$ cat config.mk
export PLATFORM = sky130hd
export DESIGN_NAME = seg_scan_decoder
export DESIGN_NICKNAME = d
export VERILOG_FILES = /design/src/rtl/seg_scan_decoder.sv
export SDC_FILE = /design/constraint.sdc
export NUM_CORES = 1
export LEC_CHECK = 0
export ABC_CLOCK_PERIOD_IN_PS = 4000
export CORE_UTILIZATION = 49
export CTS_CLUSTER_SIZE = 25
export DETAILED_ROUTE_END_ITERATION = 7
export PLACE_DENSITY = 0.7
export SYNTH_ARGS = -nofsm -noshare
export SYNTH_HDL_FRONTEND = slang
export SYNTH_SLANG_ARGS = --single-unit
$ cat constraint.sdc
create_clock -name clk -period 4 [get_ports clk]
set_clock_uncertainty 0.05 [all_clocks]
set_input_delay 0.4 -clock clk [delete_from_list [all_inputs] [get_ports clk]]
set_output_delay 0.4 -clock clk [all_outputs]
set_load 0.01 [all_outputs]
$ cat src/rtl/seg_scan_decoder.sv
// ============================================================================
// seg_scan_decoder : recovers hex digits from a scanned active-low 7-seg bus
// Revision: 1.0
// ============================================================================
`default_nettype none

module seg_scan_decoder #(
  parameter int SETTLE_CYCLES = 4,
  parameter int BLANK_TIMEOUT = 1024
) (
  input  logic        clk,
  input  logic        rst_n,
  input  logic [3:0]  anode_in,
  input  logic [6:0]  seg_in,
  output logic [15:0] digits,
  output logic [3:0]  digit_valid,
  output logic [3:0]  seg_error,
  output logic [3:0]  digit_lit,
  output logic        capture_strobe,
  output logic [1:0]  capture_idx
);

  localparam int SW = $clog2(SETTLE_CYCLES + 1);
  localparam int TW = $clog2(BLANK_TIMEOUT + 1);
  localparam logic [SW-1:0] SETTLE_MAX  = SW'(SETTLE_CYCLES);
  localparam logic [TW-1:0] TIMEOUT_MAX = TW'(BLANK_TIMEOUT);

  logic [10:0]   cur;
  logic [10:0]   sample;
  logic [SW-1:0] stable_cnt;
  logic          armed;
  logic          settled;
  logic          anode_onehot;
  logic          seg_blank;
  logic          do_capture;
  logic          glyph_ok;
  logic [1:0]    cap_idx;
  logic [3:0]    glyph_val;

  assign cur        = {anode_in, seg_in};
  assign settled    = armed && (stable_cnt == SETTLE_MAX);
  assign seg_blank  = (sample[6:0] == 7'h7F);
  assign do_capture = settled && anode_onehot && !seg_blank;

  always_comb begin
    anode_onehot = 1'b1;
    cap_idx      = 2'd0;
    case (sample[10:7])
      4'b1110: cap_idx = 2'd0;
      4'b1101: cap_idx = 2'd1;
      4'b1011: cap_idx = 2'd2;
      4'b0111: cap_idx = 2'd3;
      default: anode_onehot = 1'b0;
    endcase
  end

  // Segment order is {g,f,e,d,c,b,a}, active low.
  always_comb begin
    glyph_ok  = 1'b1;
    glyph_val = 4'h0;
    case (sample[6:0])
      7'b1000000: glyph_val = 4'h0;
      7'b1111001: glyph_val = 4'h1;
      7'b0100100: glyph_val = 4'h2;
      7'b0110000: glyph_val = 4'h3;
      7'b0011001: glyph_val = 4'h4;
      7'b0010010: glyph_val = 4'h5;
      7'b0000010: glyph_val = 4'h6;
      7'b1111000: glyph_val = 4'h7;
      7'b0000000: glyph_val = 4'h8;
      7'b0010000: glyph_val = 4'h9;
      7'b0001000: glyph_val = 4'hA;
      7'b0000011: glyph_val = 4'hB;
      7'b1000110: glyph_val = 4'hC;
      7'b0100001: glyph_val = 4'hD;
      7'b0000110: glyph_val = 4'hE;
      7'b0001110: glyph_val = 4'hF;
      default:    glyph_ok  = 1'b0;
    endcase
  end

  // A new pattern re-arms; a settled run fires once and then disarms.
  always_ff @(posedge clk or negedge rst_n) begin
    if (!rst_n) begin
      sample     <= 11'h7FF;
      stable_cnt <= '0;
      armed      <= 1'b1;
    end else begin
      sample <= cur;
      if (cur != sample) begin
        stable_cnt <= SW'(1);
        armed      <= 1'b1;
      end else begin
        if (stable_cnt != SETTLE_MAX) stable_cnt <= stable_cnt + SW'(1);
        if (settled) armed <= 1'b0;
      end
    end
  end

  always_ff @(posedge clk or negedge rst_n) begin
    if (!rst_n) begin
      capture_strobe <= 1'b0;
      capture_idx    <= 2'd0;
    end else begin
      capture_strobe <= do_capture;
      if (do_capture) capture_idx <= cap_idx;
    end
  end

  for (genvar i = 0; i < 4; i++) begin : g_digit
    logic          hit;
    logic [TW-1:0] idle_cnt;
    logic [3:0]    nib;
    logic          valid;
    logic          err;
    logic          lit;

    assign hit = do_capture && (cap_idx == 2'(i));

    // A capture on the expiry cycle takes priority over blanking.
    always_ff @(posedge clk or negedge rst_n) begin
      if (!rst_n) begin
        idle_cnt <= '0;
        nib      <= 4'h0;
        valid    <= 1'b0;
        err      <= 1'b0;
        lit      <= 1'b0;
      end else if (hit) begin
        idle_cnt <= '0;
        lit      <= 1'b1;
        valid    <= glyph_ok;
        err      <= !glyph_ok;
        if (glyph_ok) nib <= glyph_val;
      end else if (idle_cnt != TIMEOUT_MAX) begin
        idle_cnt <= idle_cnt + TW'(1);
        if (idle_cnt + TW'(1) == TIMEOUT_MAX) lit <= 1'b0;
      end
    end

    assign digits[4*i +: 4] = nib;
    assign digit_valid[i]   = valid;
    assign seg_error[i]     = err;
    assign digit_lit[i]     = lit;
  end

endmodule

`default_nettype wire

==> results of run 1 <==
## cell families after synthesis
logic type      share of synthesized area
compound gates                     0.0980
mux                                0.0153
flops                               0.469
xor+xnor                           0.0923
fa+ha+maj                          0.0259
buf+inv                            0.0673
simple gates                        0.233
## sequential cells by signal, summed over array words and instances, names as in the netlist
register,cells
sample,11
g_digit.lit,4
capture_idx,2
armed,1
g_digit.nib,16
g_digit.valid,4
capture_strobe,1
g_digit.err,4
stable_cnt,3
g_digit.idle_cnt,44
## worst register-to-register path, stage by stage (launching register included)
cell,delay (ps)
dfstp_2,740
nand4_1,170
o21ai_1,650
or4b_1,470
nand2_1,230
nor2_1,150
## stage by stage
stage	setup slack [ps]	hold slack [ps]	utilization
after floorplan	1940	54.4	-
after global placement	1570	437	0.554
after detailed placement	1500	435	0.554
after CTS	1490	158	0.577
after global routing	1210	185	0.577
final	1470	100	0.577
## layer usage
| metal | GRT usage | vias to the layer above | wire (um) |
|---|---|---|---|
| met4 | 0.0736 | 0 | 127 |
| met5 | 0 | - | 0 |
| li1 | - | 1754 | - |
| met2 | 0.324 | 89 | 4620 |
| met3 | 0.0462 | 18 | 391 |
| met1 | 0.261 | 1704 | 4330 |
## synth_stat cells, types with 2 or more instances
cell type	n	share of area
a2111oi_4	2	0.011
a21oi_1	10	0.010
a21oi_2	4	0.0072
a31oi_1	9	0.012
and2_1	2	0.0026
and3_1	3	0.0039
buf_2	6	0.0062
buf_4	17	0.026
clkbuf_1	5	0.0039
clkbuf_4	2	0.0031
dfrtp_1	78	0.40
dfstp_2	12	0.065
ha_1	10	0.026
inv_1	29	0.023
mux2_2	3	0.0070
mux2i_1	4	0.0083
nand2_1	41	0.032
nand2b_1	4	0.0052
nand3_1	21	0.022
nand3b_1	4	0.0062
nand4_1	12	0.016
nand4b_1	4	0.0072
nand4bb_1	2	0.0047
nor2_1	72	0.056
nor3_1	8	0.0083
nor3_2	3	0.0062
nor4_1	10	0.013
nor4b_1	2	0.0036
o211ai_1	2	0.0031
o21ai_0	5	0.0052
o21ai_1	5	0.0052
o22ai_1	15	0.019
or2_2	2	0.0026
or3_1	5	0.0065
or3b_1	2	0.0036
or4_1	2	0.0031
or4b_1	4	0.0083
xnor2_1	22	0.040
xor2_1	29	0.053
## worst paths after layout
path                                      from                     end  slack, ps  depth (start not counted)
max in group asynchronous                rst_n                   armed       2910                          2
worst min-delay path                     rst_n  g_digit[0].idle_cnt[6]        100                          1
min in group clk                     seg_in[0]               sample[0]        430                          1
worst max register to register       sample[3]  g_digit[3].idle_cnt[5]       1470                          5
worst min register to register  g_digit[3].err          g_digit[3].err        460                          2
worst max-delay path                 sample[3]  g_digit[3].idle_cnt[5]       1470                          5
## cell type report
| class | instances | area, um2 | share of cell area |
|---|---|---|---|
| Inverter | 29 | 109 | 0.0200 |
| Clock inverter | 6 | 90.1 | 0.0166 |
| Sequential cell | 90 | 2270 | 0.417 |
| Multi-Input combinational cell | 345 | 2240 | 0.413 |
| Tap cell | 129 | 161 | 0.0297 |
| Timing Repair Buffer | 44 | 435 | 0.0801 |
| Clock buffer | 10 | 128 | 0.0235 |
## power by group through the flow
| stage | registers (mW) | logic (mW) | clock network (mW) |
|---|---|---|---|
| after floorplan | 0.941 | 0.0564 | 0 |
| after global placement | 0.960 | 0.0735 | 0 |
| after detailed placement | 0.961 | 0.0752 | 0 |
| after CTS | 0.944 | 0.0754 | 0.699 |
| after global routing | 0.946 | 0.0832 | 0.742 |
| final | 0.944 | 0.0735 | 0.683 |
==> results.md, run 1 <==
* Post-detail-place hpwl at 6660 um
* Setup CP Type: reg -> reg
* Internal at 1.30 mW
* Sw frac at 0.233
* Max-cap violations at 0
* WL/cell at 14.5 um
* Crit. End Element: register
* Syn_area_per_cell at 9.75 um2
* Area growth syn-to-layout at 12.4%
* Fin crit period at 2530 ps
* Post-synthesis cell area at 0.00484 mm2
* Worst path slowest cell: dfstp_2
* Initial Util at 0.514
* Vias in the first global route at 3295
* Worst-Margin Slew at 1070 ps
* Combinational share of power at 0.043
* Via density per instance at 5.46
* Highest Clock Rate at 395 MHz
* ANT nets after route at 0
* Drt drc at 0
* RSZ-0062 raised after global routing: no
* Final setup vio count at 0
* Final Non-Filler Cells at 653
* Setup_tns at 0 ps
* # rows at 35
* Synth Flop Type: dfrtp_1
* Synth warnings at 0
* First-pass detailed-route iteration total at 4
* Num CTS Buffers at 9
* Worst min path class: in -> async
* Number of synthesized flops with an enable pin at 0
* Placed inst area at 0.00522 mm2
* Async set or reset register ratio after synthesis at 1.00
* CTS Root Cell: clkbuf_8
* Routability cong. at 0.781
* Clock power share at 0.402
* First-pass GRT wire length at 15900 um
* Leading cell types in the layout, fill and taps excluded: 78 x dfrtp_1, 72 x nor2_1, 42 x clkdlybuf4s50_1, 41 x nand2_1
* Pleak at 2.17 nW
* WP data arrival at 2780 ps
* Die width at 101 um
* Final hold violations at 0
* Largest net degree at the start of global routing at 77
* Via count at 3565
* Slew margin rel. at 0.281
* Filler Cell Count at 835
* Final Cell Area at 0.00544 mm2
* Final period util at 0.632
* CTS Buffer Depth at 2
* # H-tree levels at 3
* Distinct cell type count after synthesis at 63
* CP top delay family: simple AND/OR/NAND/NOR gates
* Final wirelength at 9470 um
* Clock Latency Late Sink at 370 ps
* Commonest non-fill, non-tap cell in the layout: dfrtp_1
* Req. time, crit path at 4250 ps
* Slew Viols, Final at 0
* Outcome: finished clean
* Gr usage total at 0.199
* Yosys reg bits at 90
* Power Total at 1.70 mW
* Net load switching power at 0.396 mW
* Initial antenna violation count at 0
* Inserted Diodes at 0
* Setup Buffers After CTS at 0
* CTS tree: built
* Crit-path cells: nand4_1, o21ai_1, or4b_1, nand2_1, nor2_1
* Top Ports at 44
* Worst-path maximum fanout at 18
* Die area at 0.0103 mm2
* Std-Cell Core Area at 0.00942 mm2
* Die extent in y at 101 um
* GR Overflow Total at 0
* Mapped Cells at 496
* Placed insts at 637
* Layout Nets at 542
* Worst vdd ir at 0.151 mV
* Seq pwr share at 0.555
* Clk slew on worst S/H paths at 90 ps
* Crit path launch type: register
* Max incr delay on CP at 740 ps
* Post-Syn Nets at 519
* Pwr Density at 313 mW/mm2
* CTS sink cnt at 90
* Ratio of cells with drive above 1 in the final layout at 0.103
* Initial DRC count at 157
* # hold bufs at CTS at 0
* Cts repair resizes at 0
* Buf/Inv on CP at 0
* Sequential fraction of the synthesis area at 0.469
* Port Buffers at 43
Power figures use the tool's default switching activity.
==> inputs of run 2 (changes only) <==
- ABC_CLOCK_PERIOD_IN_PS: 4000 -> 2150
- PLACE_DENSITY: 0.7 -> 0.72
- clock period: 4 -> 2.15 ns (I/O delays scaled with it)
==> run 2 against run 1 <==
Via count up 5.7%. Utilization up 3.9 points. Critical path depth up 1. Highest routed layer unchanged. Final area up 6.7%. Setup slack worse by 1400 ps. Routed wire length up 7.4%. Count of clock-buffer cells in the layout unchanged. Worst hold slack better by 140 ps. Cell count up 6.1%. First-iteration DRC count up 14%. Sequential share of layout area down 2.6 points. Sequential cell count unchanged.
==> results.md, run 2 (synthesis gave the netlist of run 1 again) <==
* Commonest non-fill, non-tap cell in the layout: dfrtp_1
* Via count at 3769 (+5.7%)
* # rows at 35 (unchanged)
* Hold Path End: sample[10]
* Post-detail-place hpwl at 7210 um (+8.2%)
* WL/cell at 14.7 um (+1.2%)
* Final period util at 0.984 (+0.352)
* Highest Clock Rate at 473 MHz (+19%)
* # H-tree levels at 3 (unchanged)
* Reg2Reg Setup Slack at 30 ps (-1440 ps)
* R2r startpoint: sample[3]
* Slew margin rel. at 0.616 (+0.335)
* Initial Util at 0.514 (unchanged)
* Leading cell types in the layout, fill and taps excluded: 78 x dfrtp_1, 72 x nor2_1, 42 x clkdlybuf4s50_1, 40 x nand2_1, 37 x buf_4
* Via density per instance at 5.44 (-0.38%)
* Worst-path maximum fanout at 7 (-11)
* Max incr delay on CP at 540 ps (-200 ps)
* Std-Cell Core Area at 0.00942 mm2 (unchanged)
* CP startpoint: sample[3]
* Outcome: finished clean
* Regs by FF count: g_digit.idle_cnt (44), g_digit.nib (16), sample (11)
* ANT nets after route at 0 (unchanged)
* Worst path slowest cell: or4b_4
* Final wirelength at 10200 um (+7.4%)
* Worst-Margin Slew at 571 ps (-501 ps)
* Reg area at 0.00227 mm2 (unchanged)
* Area of the multi-input gates at 0.00229 mm2 (+2.2%)
* Crit path launch type: register
* Die width at 101 um (unchanged)
* Initial DRC count at 179 (+14%)
* Layout Nets at 583 (+7.6%)
* RSZ-0062 raised after global routing: yes
* Port Buffers at 43 (unchanged)
* Die area at 0.0103 mm2 (unchanged)
* Area growth syn-to-layout at 19.9%
* Largest net degree at the start of global routing at 56 (-27%)
* Power Total at 3.06 mW (+80%)
* Num CTS Buffers at 9 (unchanged)
* Initial antenna violation count at 0 (unchanged)
* CTS tree: built
* Hold Crit Start: anode_in[3]
* Final Cell Area at 0.00580 mm2 (+6.7%)
* Inserted Diodes at 0 (unchanged)
* WP data arrival at 2300 ps (-480 ps)
* Final setup vio count at 0 (unchanged)
* Worst vdd ir at 0.434 mV (+190%)
* Crit-path cells: buf_6, or4b_4, a2111oi_4, nor4_4, a21oi_2, o22ai_1
* Worst min path class: in -> reg
* Slew Viols, Final at 0 (unchanged)
* Hold Path Depth at 1
* Crit. End Element: register
* Req. time, crit path at 2330 ps (-1920 ps)
* CP top delay family: compound AO/OA/AOI/OAI gates
* Setup_tns at 0 ps (unchanged)
* FF-to-FF path depth at 6 (+1)
* Top Ports at 44 (unchanged)
* Filler Cell Count at 768 (-8.0%)
* Buf/Inv on CP at 1 (+1)
* First-pass detailed-route iteration total at 4 (unchanged)
* Placed inst area at 0.00546 mm2 (+4.7%)
* Routability cong. at 0.817 (+4.6%)
* Final hold violations at 0 (unchanged)
* Ratio of cells with drive above 1 in the final layout at 0.174 (+0.0707)
* Die extent in y at 101 um (unchanged)
* Max FFs per register at 44 (unchanged)
* CTS sink cnt at 90 (unchanged)
* Hold Slack at 244 ps (+144 ps)
* Pleak at 2.37 nW (+9.4%)
* GR Overflow Total at 0 (unchanged)
* CTS Buffer Depth at 2 (unchanged)
* Clock Latency Late Sink at 370 ps (about the same)
* Max-cap violations at 0 (unchanged)
* Drt drc at 0 (unchanged)
* Pwr Density at 527 mW/mm2 (+69%)
* CTS Root Cell: clkbuf_8
* Clk slew on worst S/H paths at 80 ps (about the same)
* Vias in the first global route at 3665 (+11%)
* Setup CP Type: reg -> reg
* Reg-to-reg endpoint: g_digit[2].nib[0]
* Largest Register: g_digit.idle_cnt
* First-pass GRT wire length at 17300 um (+9.0%)
* Fin crit period at 2120 ps (-412 ps)
* Gr usage total at 0.219 (+0.0191)
[run 2: cell count changes in the layout (fill, tap and decap cells not counted), sizes merged]
cell / delta
dlygate4sd3: +1
bufinv: -1
clkinv: +1
inv: -1
buf: +40
[run 2: timing repair]
action | 4_1_cts | 5_1_grt
hold buffers | 1 | 0
setup buffers | 8 | 3
pin swaps | 10 | 10
gates cloned | 0 | 0
endpoints found under the setup margin | 31 | 46
resized for setup | 4 | 6
endpoints found under the hold margin | 28 | 0
[run 2: power breakdown]
| part | switching [mW] | leakage, nW | internal (mW) |
|---|---|---|---|
| registers | 0.0213 | 1.15 | 1.71 |
| logic | 0.120 | 1.13 | 0.0969 |
| clock network | 0.580 | 0.0921 | 0.529 |
[run 2: metal layers]
layer / GRT usage / up-vias / wire length (um) / share of wire
met5: 0 / - / 0 / 0
met4: 0.0747 / 0 / 172 / 0.017
met3: 0.0587 / 20 / 389 / 0.038
met2: 0.362 / 93 / 5080 / 0.50
met1: 0.277 / 1826 / 4530 / 0.45
li1: - / 1830 / - / -
[run 2: worst max-delay path by stage]
stage | end | depth (start not counted)
floorplan | g_digit[1].nib[2] | 8
global placement | g_digit[2].nib[1] | 5
detailed placement | g_digit[3].nib[1] | 5
CTS | g_digit[1].nib[2] | 6
global route | g_digit[3].nib[0] | 5
finish | g_digit[2].nib[0] | 6
[run 2: final cells by class]
class	instances	share of cell area
Sequential cell	90	0.391
Timing Repair Buffer	85	0.135
Clock buffer	10	0.0220
Tap cell	129	0.0278
Multi-Input combinational cell	345	0.395
Clock inverter	5	0.00971
Inverter	29	0.0188
[run 2: metrics by stage]
step | worst slack (ps) | std cells | util
2_1_floorplan | 89.4 | 496 | -
3_3_place_gp | -62.6 | 666 | 0.580
3_5_place_dp | -133 | 666 | 0.580
4_1_cts | -5.00 | 690 | 0.609
5_1_grt | -67.1 | 693 | 0.616
6_report | 33.6 | 693 | 0.616
[run 2: worst reg2reg max path, delay by kind of cell, from the launching register on]
kind,cells,cell delay [ps]
buffers and inverters,1,130
AOI/OAI and AO/OA,3,710
DFF,1,420
and+or+nand+nor,2,680
==> inputs of run 3 (changes only) <==
- CAP_MARGIN: unset -> 20
==> results of run 3 <==
The final DEF is identical to that of run 2; final timing and power are the same.
